`src/rtl/sat_pkg.sv`:
```
// Shared saturation mode encoding and the bounds of an OUT_W-bit result.
package sat_pkg;

  typedef enum logic [1:0] {
    SAT_SIGNED    = 2'd0,
    SAT_SYMMETRIC = 2'd1,
    SAT_MAGNITUDE = 2'd2,
    SAT_UNSIGNED  = 2'd3
  } sat_mode_e;

  function automatic int sat_max(input int out_w);
    return (1 << (out_w - 1)) - 1;
  endfunction

  function automatic int sat_min(input int out_w);
    return -(1 << (out_w - 1));
  endfunction

  function automatic int sat_umax(input int out_w);
    return (1 << out_w) - 1;
  endfunction

endpackage

```
`src/rtl/sat_lane.sv`:
```
// Combinational clamp of one signed IN_W sample to OUT_W bits under a selectable mode.
// All comparisons happen in signed IN_W+1 bits so |MIN_IN| and the unsigned ceiling are representable.
module sat_lane
  import sat_pkg::*;
#(
  parameter int IN_W  = 8,
  parameter int OUT_W = 4
) (
  input  logic [IN_W-1:0]  x,
  input  sat_mode_e        mode,
  output logic [OUT_W-1:0] y,
  output logic             sat
);

  localparam int EXT_W = IN_W + 1;
  localparam logic signed [EXT_W-1:0] C_MAX  = EXT_W'(sat_max(OUT_W));
  localparam logic signed [EXT_W-1:0] C_MIN  = EXT_W'(sat_min(OUT_W));
  localparam logic signed [EXT_W-1:0] C_NMAX = EXT_W'(-sat_max(OUT_W));
  localparam logic signed [EXT_W-1:0] C_UMAX = EXT_W'(sat_umax(OUT_W));
  localparam logic signed [EXT_W-1:0] C_ZERO = '0;

  logic signed [EXT_W-1:0] w_x;
  logic signed [EXT_W-1:0] w_abs;
  logic signed [EXT_W-1:0] w_res;
  logic [EXT_W-1-OUT_W:0]  w_unused_hi;

  assign w_x   = signed'({x[IN_W-1], x});
  assign w_abs = w_x[EXT_W-1] ? -w_x : w_x;

  always_comb begin
    w_res = w_x;
    sat   = 1'b0;
    case (mode)
      SAT_SIGNED: begin
        if (w_x > C_MAX) begin
          w_res = C_MAX;
          sat   = 1'b1;
        end else if (w_x < C_MIN) begin
          w_res = C_MIN;
          sat   = 1'b1;
        end
      end
      SAT_SYMMETRIC: begin
        if (w_x > C_MAX) begin
          w_res = C_MAX;
          sat   = 1'b1;
        end else if (w_x < C_NMAX) begin
          w_res = C_NMAX;
          sat   = 1'b1;
        end
      end
      SAT_MAGNITUDE: begin
        // The sign flip itself is not a clamp; only exceeding MAX flags.
        w_res = w_abs;
        if (w_abs > C_MAX) begin
          w_res = C_MAX;
          sat   = 1'b1;
        end
      end
      SAT_UNSIGNED: begin
        if (w_x < C_ZERO) begin
          w_res = C_ZERO;
          sat   = 1'b1;
        end else if (w_x > C_UMAX) begin
          w_res = C_UMAX;
          sat   = 1'b1;
        end
      end
      default: begin
        w_res = w_x;
        sat   = 1'b0;
      end
    endcase
  end

  assign y           = w_res[OUT_W-1:0];
  assign w_unused_hi = w_res[EXT_W-1:OUT_W];

endmodule

```
`src/rtl/sat_stream.sv`:
```
// Two-stage valid/ready multi-lane saturator: S1 registers samples+mode, S2 registers clamped lanes.
// Optional saturation event counter enabled by SAT_STREAM_STATS_EN.
module sat_stream
  import sat_pkg::*;
#(
  parameter int IN_W  = 8,
  parameter int OUT_W = 4,
  parameter int LANES = 2,
  parameter int CNT_W = 16
) (
  input  logic                   clk,
  input  logic                   rst_b,
  input  logic [1:0]             mode,
  input  logic                   in_valid,
  output logic                   in_ready,
  input  logic [LANES*IN_W-1:0]  in_data,
  output logic                   out_valid,
  input  logic                   out_ready,
  output logic [LANES*OUT_W-1:0] out_data,
  output logic [LANES-1:0]       out_sat,
  input  logic                   clr_count,
  output logic [CNT_W-1:0]       sat_count
);

  // Handshake: a beat moves on a rising clk edge when valid & ready are both high;
  // valid never depends on ready, and a stage holds its contents while not loaded.
  logic                   r_s1_valid;
  logic [LANES*IN_W-1:0]  r_s1_data;
  sat_mode_e              r_s1_mode;
  logic                   r_s2_valid;
  logic [LANES*OUT_W-1:0] r_s2_data;
  logic [LANES-1:0]       r_s2_sat;

  logic                   w_s1_load;
  logic                   w_s2_load;
  logic [LANES*OUT_W-1:0] w_lane_y;
  logic [LANES-1:0]       w_lane_sat;

  assign w_s2_load = !r_s2_valid || out_ready;
  assign w_s1_load = !r_s1_valid || w_s2_load;
  assign in_ready  = w_s1_load;

  always_ff @(posedge clk) begin
    if (!rst_b) begin
      r_s1_valid <= 1'b0;
      r_s1_data  <= '0;
      r_s1_mode  <= SAT_SIGNED;
    end else if (w_s1_load) begin
      r_s1_valid <= in_valid;
      if (in_valid) begin
        r_s1_data <= in_data;
        r_s1_mode <= sat_mode_e'(mode);
      end
    end
  end

  for (genvar g = 0; g < LANES; g++) begin : g_lane
    sat_lane #(
      .IN_W (IN_W),
      .OUT_W(OUT_W)
    ) u_lane (
      .x   (r_s1_data[g*IN_W +: IN_W]),
      .mode(r_s1_mode),
      .y   (w_lane_y[g*OUT_W +: OUT_W]),
      .sat (w_lane_sat[g])
    );
  end

  // Output payload only changes when a real beat is loaded, so it holds during a stall.
  always_ff @(posedge clk) begin
    if (!rst_b) begin
      r_s2_valid <= 1'b0;
      r_s2_data  <= '0;
      r_s2_sat   <= '0;
    end else if (w_s2_load) begin
      r_s2_valid <= r_s1_valid;
      if (r_s1_valid) begin
        r_s2_data <= w_lane_y;
        r_s2_sat  <= w_lane_sat;
      end
    end
  end

  assign out_valid = r_s2_valid;
  assign out_data  = r_s2_data;
  assign out_sat   = r_s2_sat;

`ifdef SAT_STREAM_STATS_EN
  localparam int PC_W  = $clog2(LANES + 1);
  localparam int SUM_W = CNT_W + PC_W;
  localparam logic [SUM_W-1:0] C_CNT_MAX = {{PC_W{1'b0}}, {CNT_W{1'b1}}};

  logic [CNT_W-1:0] r_count;
  logic [PC_W-1:0]  w_pop;
  logic [SUM_W-1:0] w_sum;

  always_comb begin
    w_pop = '0;
    for (int i = 0; i < LANES; i++) begin
      w_pop = w_pop + PC_W'(r_s2_sat[i]);
    end
  end

  assign w_sum = SUM_W'(r_count) + SUM_W'(w_pop);

  // Clear wins over a coincident output handshake; that beat's events are dropped.
  always_ff @(posedge clk) begin
    if (!rst_b) begin
      r_count <= '0;
    end else if (clr_count) begin
      r_count <= '0;
    end else if (r_s2_valid && out_ready) begin
      r_count <= (w_sum > C_CNT_MAX) ? {CNT_W{1'b1}} : w_sum[CNT_W-1:0];
    end
  end

  assign sat_count = r_count;
`else
  logic w_unused_clr;
  assign w_unused_clr = clr_count;
  assign sat_count    = '0;
`endif

endmodule

```
`config.mk`:
```
export PLATFORM = sky130hd
export DESIGN_NAME = sat_stream
export DESIGN_NICKNAME = d
export VERILOG_FILES = /design/src/rtl/sat_pkg.sv /design/src/rtl/sat_lane.sv /design/src/rtl/sat_stream.sv
export SDC_FILE = /design/constraint.sdc
export NUM_CORES = 1
export LEC_CHECK = 0
export CORE_AREA = 2 2 58 60
export CTS_BUF_LIST = sky130_fd_sc_hd__clkbuf_8
export DETAILED_ROUTE_END_ITERATION = 6
export DIE_AREA = 0 0 60 62
export DONT_BUFFER_PORTS = 1
export PLACE_DENSITY_LB_ADDON = 0.1
export SYNTH_ARGS = -nofsm -noshare
export SYNTH_HDL_FRONTEND = slang
export SYNTH_SLANG_ARGS = --single-unit
```
`constraint.sdc`:
```
create_clock -name clk -period 2.3 [get_ports clk]
set_input_delay 0.23 -clock clk [delete_from_list [all_inputs] [get_ports clk]]
set_output_delay 0.23 -clock clk [all_outputs]
set_load 0.02 [all_outputs]
```
==> results_dict.tcl, run 1 <==
set metrics [dict create \
    final_antenna_net_count 0 \
    gp_congestion 0.838 \
    whs_path_depth 1 \
    synth-edff-count 0 \
    initial_core_util_pct 60.7 \
    clock_skew_ns 0.00449 \
    power_density_nw_per_um2 677 \
    clk_pin_slew_worst_paths_ns 0.06 \
    p_int_mw 0.963 \
    synth_top_flop_cell "dfxtp_1" \
    synth_fa_ha_area_share_pct 1.30 \
    cts_resized 0 \
    cts_tree "done" \
    grt_max_degree 32 \
    design.die.area_um2 3720 \
    drc 0 \
    crit_family "compound AO/OA/AOI/OAI gates" \
    crit_type "reg2reg" \
    root_buffer "clkbuf_8" \
    antenna_found_initial 0 \
    async_flop_share_pct 0 \
    synth_seq_cells 30 \
    drive_gt1_share_pct 7.42 \
    cts_buffer_depth 2 \
    overflow 0 \
    total_power_mw 1.37 \
    io_pins 51 \
    worstRegToRegCells 7 \
    combPwrFrac_pct 16.9 \
    drv_slew 0 \
    yosys_warnings 0 \
    ys_types 50 \
    wl_per_cell_um 13.1 \
    grt_usage_pct 23.0 \
    cts_setup_buffers 0 \
    syn_to_final_growth_pct 4.41 \
    synthXorXnorAreaFrac_pct 0 \
    cp.arrival_ns 2.34 \
    hold_end "out_valid$_SDFFE_PN0P_" \
    diodes 0 \
    clockPowerShare_pct 38.3 \
    dp_hpwl_um 2880 \
    synth_area_um2 1930 \
    nets 280 \
    tightest_slew_ns 0.589 \
    synth_top_family_by_area "compound AO/OA/AOI/OAI gates" \
    synth_seq_area_share_pct 31.1 \
    clkLatencyLatePin_ns 0.29 \
    start_kind "flop" \
    hold_start "rst_b" \
    syn_inst 261 \
    reg2reg_slack_ns 0.18 \
    crit_buf_inv 1 \
    maxCapViolCount 0 \
    max-slew-margin-rel_pct 60.7 \
    wirelength_um 3960 \
    cts-htree-levels 2 \
    switchingPower_mw 0.403 \
    finalCriticalPeriod_ns 2.12 \
    ctsHoldBuffers 0 \
    hold_ws_ns 0.0657 \
    io_buffer_count 0 \
    min_period_over_period_pct 92.3 \
    grt_pass1_vias 1397 \
    end_kind "flop" \
    peakVddDrop_mv 0.442 \
    rsz0062_at_grt "false" \
    worstPathMaxFanout 6 \
    setup_viol 0 \
    route.vias.total 1730 \
    fmax_mhz 471 \
    drt_iter0_markers 72 \
    cp.required_ns 2.52 \
    yosys.area_share.simple_pct 25.1 \
    hold_path.class "in2reg" \
    die_y_um 62 \
    reg2reg_to "out_data[2]$_SDFFE_PN0P_" \
    leakagePower_nw 0.777 \
    firstDrtPassIters 4 \
    sequentialPowerShare_pct 44.8 \
    critPathSlowestCell "a211oi_1" \
    hold_viol 0 \
    r2r_start "r_s1_data[1]$_SDFFE_PN0P_" \
    core-area_um2 3180 \
    status "complete, no violations" \
    avgSynthCellArea_um2 7.40 \
    vias_per_cell 5.73 \
    synthMuxAreaShare_pct 0.518 \
    fillers 318 \
    p_sw_share_pct 29.5 \
    rows 21 \
    die_width_um 60 \
    synth_compound_area_share_pct 30.5 \
    cts_buffers 5 \
    final.setup.tns_ns 0 \
    cts.sink_count 30 \
    crit_chain "inv_1 -> ha_1 -> nor2b_1 -> a31o_2 -> a211oi_1 -> o21ai_0 -> a31oi_1" \
    grt_pass1_wl_um 6400 \
    max_stage_delay_ns 0.46 \
]
==> worst max-delay path by stage <==
stage | slack [ns] | start | end | cells after the start
after detailed placement | 0.26 | r_s1_data[1]$_SDFFE_PN0P_ | out_data[0]$_SDFFE_PN0P_ | 7
after global placement | 0.28 | r_s1_data[1]$_SDFFE_PN0P_ | out_data[2]$_SDFFE_PN0P_ | 7
final | 0.18 | r_s1_data[1]$_SDFFE_PN0P_ | out_data[2]$_SDFFE_PN0P_ | 7
after floorplan | 0.53 | r_s1_data[0]$_SDFFE_PN0P_ | out_data[0]$_SDFFE_PN0P_ | 7
after CTS | 0.23 | r_s1_data[1]$_SDFFE_PN0P_ | out_data[0]$_SDFFE_PN0P_ | 7
after global routing | 0.02 | r_s1_data[1]$_SDFFE_PN0P_ | out_data[0]$_SDFFE_PN0P_ | 7
==> cells in the final DEF (no fill, tap or decap), types with 3 or more instances in the layout <==
cell type / instances
conb_1: 16
nor3_1: 3
a21o_1: 3
a21boi_0: 18
or3_1: 3
o221ai_1: 3
a31oi_1: 3
o211ai_1: 3
o21ai_0: 9
nand2b_1: 7
nand3_1: 5
a21oi_1: 18
inv_1: 8
dfxtp_1: 30
buf_4: 7
clkbuf_8: 5
nand4_1: 3
o21a_1: 4
nor2_1: 15
nor2b_1: 7
nand2_1: 48
==> Yosys cell counts (3+ instances only) <==
| cell type | n | area share, % |
|---|---|---|
| o211ai_1 | 3 | 1.2 |
| nand3_1 | 5 | 1.3 |
| nor2_1 | 15 | 2.9 |
| o221ai_1 | 3 | 1.4 |
| or3_1 | 3 | 0.97 |
| clkbuf_1 | 16 | 3.1 |
| nand4_1 | 3 | 0.97 |
| buf_4 | 16 | 6.2 |
| a21boi_0 | 18 | 7.0 |
| buf_1 | 3 | 0.58 |
| o21ai_0 | 9 | 2.3 |
| nand2_1 | 48 | 9.3 |
| a21o_1 | 3 | 1.2 |
| dfxtp_1 | 30 | 31 |
| nor3_1 | 3 | 0.78 |
| a21oi_1 | 18 | 4.7 |
| o21a_1 | 4 | 1.6 |
| nand2b_1 | 7 | 2.3 |
| nor2b_1 | 7 | 2.3 |
| a31oi_1 | 3 | 0.97 |
| inv_1 | 7 | 1.4 |
==> stage by stage <==
stage,setup WS [ns],util [%],cells,instance area (um2)
after floorplan,0.531,-,276,1990
after global placement,0.281,59.9,294,1910
after detailed placement,0.258,59.9,294,1910
after CTS,0.235,63.4,302,2020
after global routing,0.0230,63.4,302,2020
final,0.177,63.4,302,2020
==> metal layers <==
| layer | GRT usage [%] | routed length (um) | share of wire [%] |
|---|---|---|---|
| met1 | 32.6 | 1970 | 50 |
| met2 | 33.1 | 1660 | 42 |
| met3 | 7.25 | 271 | 6.8 |
| met4 | 7.94 | 56 | 1.4 |
| met5 | 0 | 0 | 0 |
==> registers in the layout, indices dropped and copies added, names as in the netlist <==
name        count
out_sat         2
out_valid       1
r_s1_mode       2
r_s1_valid      1
out_data        8
r_s1_data      16
==> logic make-up (layout without fill, tap and decap cells) <==
| family | Yosys count | in the layout |
|---|---|---|
| fa+ha+maj | 2 | 2 |
| mux | 1 | 1 |
| flops | 30 | 30 |
| other cells | 1 | 16 |
| buf+inv | 42 | 22 |
| compound gates | 83 | 83 |
| simple gates | 102 | 102 |
==> cell type report <==
cell class,count,area (um2),share of cell area [%]
Sequential cell,30,601,29.8
Multi-Input combinational cell,204,1170,58.0
Timing Repair Buffer,7,52.6,2.61
Inverter,7,26.3,1.30
Tap cell,46,57.6,2.86
Clock buffer,5,68.8,3.41
Clock inverter,3,41.3,2.05
==> power by group through the flow <==
stage / combinational [mW] / clock (mW) / sequential, mW
floorplan: 0.227 / 0 / 0.603
global placement: 0.226 / 0 / 0.622
detailed placement: 0.228 / 0 / 0.623
CTS: 0.229 / 0.534 / 0.611
global route: 0.262 / 0.553 / 0.619
finish: 0.230 / 0.523 / 0.612
Note: power is estimated with default switching activity, not from simulation.
==> run 2, diff against run 1 <==
--- a/config.mk
+++ b/config.mk
@@ -5,10 +5,11 @@
 export SDC_FILE = /design/constraint.sdc
 export NUM_CORES = 1
 export LEC_CHECK = 0
-export CORE_AREA = 2 2 58 60
+export ABC_AREA = 1
+export CORE_AREA = 2 2 65 67
 export CTS_BUF_LIST = sky130_fd_sc_hd__clkbuf_8
 export DETAILED_ROUTE_END_ITERATION = 6
-export DIE_AREA = 0 0 60 62
+export DIE_AREA = 0 0 67 69
 export DONT_BUFFER_PORTS = 1
 export PLACE_DENSITY_LB_ADDON = 0.1
 export SYNTH_ARGS = -nofsm -noshare
==> constraint.sdc (replaced) <==
create_clock -name clk -period 2.43 [get_ports clk]
set_input_delay 0.243 -clock clk [delete_from_list [all_inputs] [get_ports clk]]
set_output_delay 0.243 -clock clk [all_outputs]
set_load 0.02 [all_outputs]
==> run 2 against run 1 <==
- routed wire length grew 1.9%
- setup slack gained 0.47 ns
- total power shrank 9.2%
- design area shrank 7.5%
- count of clock-buffer cells in the layout grew 1
- sequential share of layout area grew 2.4 points
- synthesized cell count grew 6.9%
- non-clock buffer count shrank 7
- critical path depth shrank 3
- sequential power shrank 5.2%
==> results_dict.tcl, run 2 <==
set metrics [dict create \
    max-slew-margin-rel_pct 62.9 \
    top_register "r_s1_data" \
    nets 304 \
    antenna_found_initial 0 \
    drt_iter0_markers 105 \
    crit_chain "nand3_1 -> nand2_2 -> o21ai_0 -> a21oi_1" \
    synth_fa_ha_area_share_pct 1.39 \
    clk_pin_slew_worst_paths_ns 0.06 \
    clock_skew_ns 0.00362 \
    synth.area.top_cells "dfxtp_1, nand2_1, a21oi_1, nand3_1, o21ai_0" \
    ctsHoldBuffers 0 \
    avgSynthCellArea_um2 6.45 \
    total_power_mw 1.24 \
    cts_buffers 5 \
    drc 0 \
    cts_buffer_depth 2 \
    cts_setup_buffers 0 \
    synth_compound_area_share_pct 20.2 \
    final_common_cell "nand2_1" \
    final_antenna_net_count 0 \
    synth_area_um2 1800 \
    synth_seq_area_share_pct 33.4 \
    dp_cells 322 \
    wirelength_um 4040 \
    io_pins 51 \
    fin_ws_ns 0.651 \
    maxCapViolCount 0 \
    die_y_um 69 \
    fillers 447 \
    hold_viol 0 \
    ys_types 26 \
    grt_max_degree 37 \
    crit_buf_inv 0 \
    critPathSlowestCell "nand2_2" \
    vias_per_cell 5.02 \
    clkLatencyLatePin_ns 0.29 \
    peakVddDrop_mv 0.424 \
    final_cell_mix "nand2_1, inv_1, dfxtp_1" \
    finalCriticalPeriod_ns 1.78 \
    dpl_worst_slack_ns 0.647 \
    largest_reg_flops 16 \
    status "complete, no violations" \
    design.die.area_um2 4620 \
    end_kind "flop" \
    cp.required_ns 2.64 \
    firstDrtPassIters 4 \
    async_flop_share_pct 0 \
    worstPathMaxFanout 36 \
    die_width_um 67 \
    synth_top_family_by_area "simple AND/OR/NAND/NOR gates" \
    synth_seq_cells 30 \
    diodes 0 \
    final.setup.tns_ns 0 \
    setup_viol 0 \
    gp_congestion 0.870 \
    rows 23 \
    wl_per_cell_um 12.2 \
    rsz0062_at_grt "false" \
    crit_family "simple AND/OR/NAND/NOR gates" \
    crit_type "reg2reg" \
    initial_core_util_pct 46.0 \
    synth_top_cell_by_area "dfxtp_1" \
    synth_common_cells "nand2_1, dfxtp_1, inv_1" \
    stdcell_count 330 \
    yosys_warnings 0 \
    cts.sink_count 30 \
    drv_slew 0 \
    syn_to_final_growth_pct 3.62 \
    synthXorXnorAreaFrac_pct 0.487 \
    cp-startpoint "out_valid$_SDFFE_PN0P_" \
    grt_usage_pct 18.5 \
    r2r_start "out_valid$_SDFFE_PN0P_" \
    cts_resized 0 \
    fin_util_pct 47.6 \
    fmax_mhz 562 \
    leakagePower_nw 0.887 \
    max_stage_delay_ns 0.56 \
    netlist.area_leader.share_pct 33.4 \
    cts_tree "done" \
    root_buffer "clkbuf_8" \
    synth_most_common_cell "nand2_1" \
    synthMuxAreaShare_pct 0 \
    tightest_slew_ns 0.555 \
    cts-htree-levels 2 \
    start_kind "flop" \
    syn_inst 279 \
    core-area_um2 3910 \
    synth_top_flop_cell "dfxtp_1" \
    cp.arrival_ns 1.99 \
    min_period_over_period_pct 73.2 \
    synth-edff-count 0 \
    power_density_nw_per_um2 665 \
    io_buffer_count 0 \
    hold_path.class "in2reg" \
    hold_start "rst_b" \
    dp_hpwl_um 2940 \
    drive_gt1_share_pct 5.36 \
    overflow 0 \
    route.vias.total 1655 \
    grt_pass1_wl_um 6750 \
    yosys.area_share.simple_pct 29.6 \
    grt_pass1_vias 1472 \
]
[run 2: changes by cell type after synthesis, sizes merged, moves of 7 or more]
cell / change
inv: +25
o21ai: +18
clkbuf: -12
a21oi: +9
nor2b: -7
nand2b: -7
nand3: +21
a21boi: -18
nand2: +19
nor2: +14
[run 2: cell type report]
| class | count | area [um2] | share of cell area, % |
|---|---|---|---|
| clock buffer | 6 | 82.6 | 4.43 |
| clock inverter | 2 | 8.76 | 0.470 |
| inverter | 32 | 120 | 6.44 |
| multi-input combinational | 210 | 990 | 53.1 |
| sequential | 30 | 601 | 32.2 |
| tap | 50 | 62.6 | 3.36 |
[run 2: path summary, 6_finish.rpt]
path / end / slack (ns) / cells after the start
setup / recovery: r_s1_data[9]$_SDFFE_PN0P_ / 0.65 / 4
hold / removal: r_s1_data[12]$_SDFFE_PN0P_ / 0.09 / 2
setup reg to reg: r_s1_data[9]$_SDFFE_PN0P_ / 0.65 / 4
hold reg to reg: r_s1_data[4]$_SDFFE_PN0P_ / 0.51 / 2
[run 2: logic make-up after synthesis]
| kind of cell | after synthesis |
|---|---|
| AOI/OAI and AO/OA | 64 |
| other | 1 |
| buffers and inverters | 54 |
| DFF | 30 |
| adders and majority gates | 2 |
| xor gates and xnor gates | 1 |
| and+or+nand+nor | 127 |
[run 2: stage by stage]
stage,hold WS [ns],cell area (um2)
finish,0.0902,1860
global route,0.0828,1860
CTS,0.0861,1860
detailed placement,0.388,1770
global placement,0.385,1770
floorplan,0.381,1860
[run 2: layer usage]
| metal | share of wire (%) | vias up | GRT usage, % |
|---|---|---|---|
| li1 | - | 881 | - |
| met2 | 40 | 56 | 25.3 |
| met1 | 52 | 712 | 26.9 |
| met5 | 0 | - | 0 |
| met4 | 1.5 | 0 | 6.80 |
| met3 | 7.1 | 6 | 6.04 |
[run 2: where the power goes]
part	internal (mW)	leakage [nW]	switching, mW
Clock	0.224	0.0524	0.190
Combinational	0.0781	0.586	0.167
Sequential	0.529	0.249	0.0511
Total	0.831	0.887	0.408
==> run 3, diff against run 2 <==
==> constraint.sdc (replaced) <==
create_clock -name clk -period 1.85 [get_ports clk]
set_input_delay 0.185 -clock clk [delete_from_list [all_inputs] [get_ports clk]]
set_output_delay 0.185 -clock clk [all_outputs]
set_load 0.02 [all_outputs]
==> run 3 against run 2 <==
- flip-flop and latch count stayed put
- register-to-register slack lost 0.39 ns
- cell count grew 0.91%
- routed wire length hardly changed
- critical endpoint is now out_data[2]$_SDFFE_PN0P_
==> results_dict.tcl, run 3 (synthesis results as in run 2) <==
set metrics [dict create \
    status "complete, no violations" \
    tightest_slew_ns 0.536 \
    initial_core_util_pct 46.0 \
    drive_gt1_share_pct 6.36 \
    fillers 434 \
    grt_pass1_vias 1520 \
    total_power_mw 1.63 \
    hold_viol 0 \
    hold_path.class "in2reg" \
    worstRegToRegCells 12 \
    syn_to_final_growth_pct 4.87 \
    nets 307 \
    cts_buffer_depth 2 \
    cts_setup_buffers 0 \
    wirelength_um 4040 \
    final_cell_mix "nand2_1, inv_1, dfxtp_1" \
    antenna_found_initial 0 \
    drt_iter0_markers 114 \
    drc 0 \
    power_density_nw_per_um2 865 \
    die_y_um 69 \
    top_register "r_s1_data" \
    vias_per_cell 4.98 \
    reg2reg_slack_ns 0.26 \
    cts_resized 0 \
    peakVddDrop_mv 0.504 \
    die_width_um 67 \
    multi_input_area_um2 990 \
    wl_per_cell_um 12.1 \
    reg2reg_to "out_data[2]$_SDFFE_PN0P_" \
    maxCapViolCount 0 \
    cp.arrival_ns 1.76 \
    final_common_cell "nand2_1" \
    io_buffer_count 0 \
    setup_viol 0 \
    finalCriticalPeriod_ns 1.59 \
    stdcell_count 333 \
    clock_skew_ns 0.00732 \
    hold_ws_ns 0.0385 \
    core-area_um2 3910 \
    cts_buffers 5 \
    min_period_over_period_pct 85.7 \
    cp-endpoint "out_data[2]$_SDFFE_PN0P_" \
    start_kind "flop" \
    root_buffer "clkbuf_8" \
    cts_tree "done" \
    dp_hpwl_um 2950 \
    r2r_start "r_s1_data[0]$_SDFFE_PN0P_" \
    gp_congestion 0.919 \
    fmax_mhz 630 \
    leakagePower_nw 0.901 \
    cp.required_ns 2.03 \
    hold_start "rst_b" \
    ctsHoldBuffers 0 \
    end_kind "flop" \
    seqCellArea_um2 601 \
    grt_max_degree 37 \
    design.die.area_um2 4620 \
    final.setup.tns_ns 0 \
    largest_reg_flops 16 \
    crit_type "reg2reg" \
    overflow 0 \
    rows 23 \
    rsz0062_at_grt "false" \
    cts-htree-levels 2 \
    grt_pass1_wl_um 6920 \
    route.vias.total 1660 \
    drv_slew 0 \
    clkLatencyLatePin_ns 0.28 \
    diodes 0 \
    io_pins 51 \
    worstPathMaxFanout 5 \
    grt_usage_pct 19.2 \
    place_area_um2 1800 \
    stdcell_area_um2 1890 \
    cts.sink_count 30 \
    max-slew-margin-rel_pct 64.2 \
    final_antenna_net_count 0 \
    clk_pin_slew_worst_paths_ns 0.06 \
    dp_cells 325 \
    cp-startpoint "r_s1_data[0]$_SDFFE_PN0P_" \
    firstDrtPassIters 4 \
]
==> run 3: changes by cell type in the layout (fill, tap and decap cells not counted), sizes merged <==
cell and delta:
buf +3
==> run 3: worst min path at each step <==
stage | end | slack (ns) | depth (start not counted)
after CTS | r_s1_data[4]$_SDFFE_PN0P_ | 0.03 | 2
after global placement | r_s1_data[4]$_SDFFE_PN0P_ | 0.33 | 2
after global routing | r_s1_data[2]$_SDFFE_PN0P_ | 0.04 | 2
after floorplan | r_s1_data[6]$_SDFFE_PN0P_ | 0.32 | 2
final | r_s1_data[14]$_SDFFE_PN0P_ | 0.04 | 2
after detailed placement | r_s1_data[4]$_SDFFE_PN0P_ | 0.33 | 2
==> run 3: final cells by class <==
class                           instances  share of cell area [%]
Clock buffer                            6                    4.38
Clock inverter                          2                   0.464
Inverter                               32                    6.37
Multi-Input combinational cell        210                    52.5
Sequential cell                        30                    31.8
Tap cell                               50                    3.32
Timing Repair Buffer                    3                    1.19
==> run 3: worst max-delay path, stage by stage (launching register included) <==
cell and delay (ns):
dfxtp_1 0.38, inv_1 0.12, ha_1 0.24, inv_1 0.08
nand3_1 0.08, nand2_1 0.06, nand2_1 0.04, nand2_1 0.05
nand2_1 0.07, nand2_1 0.14, nand4_1 0.11, nand2_1 0.09
inv_1 0.04
==> run 3: metrics by stage <==
| stage | utilization, % | setup WS, ns |
|---|---|---|
| final | 48.2 | 0.264 |
| after global routing | 48.2 | 0.0840 |
| after CTS | 48.2 | 0.262 |
| after detailed placement | 45.9 | 0.288 |
| after global placement | 45.9 | 0.285 |
| after floorplan | - | 0.407 |
==> run 3: where the power goes <==
| part | leakage, nW | internal [mW] | switching [mW] |
|---|---|---|---|
| Combinational | 0.600 | 0.107 | 0.221 |
| Sequential | 0.249 | 0.695 | 0.0664 |
| Clock | 0.0524 | 0.294 | 0.247 |
==> run 3: metal layers <==
metal	global-route usage, %	vias up	wire (um)
met1	27.2	700	2000
met4	6.58	0	26
li1	-	889	-
met5	0	-	0
met3	6.20	2	347
met2	27.1	69	1670
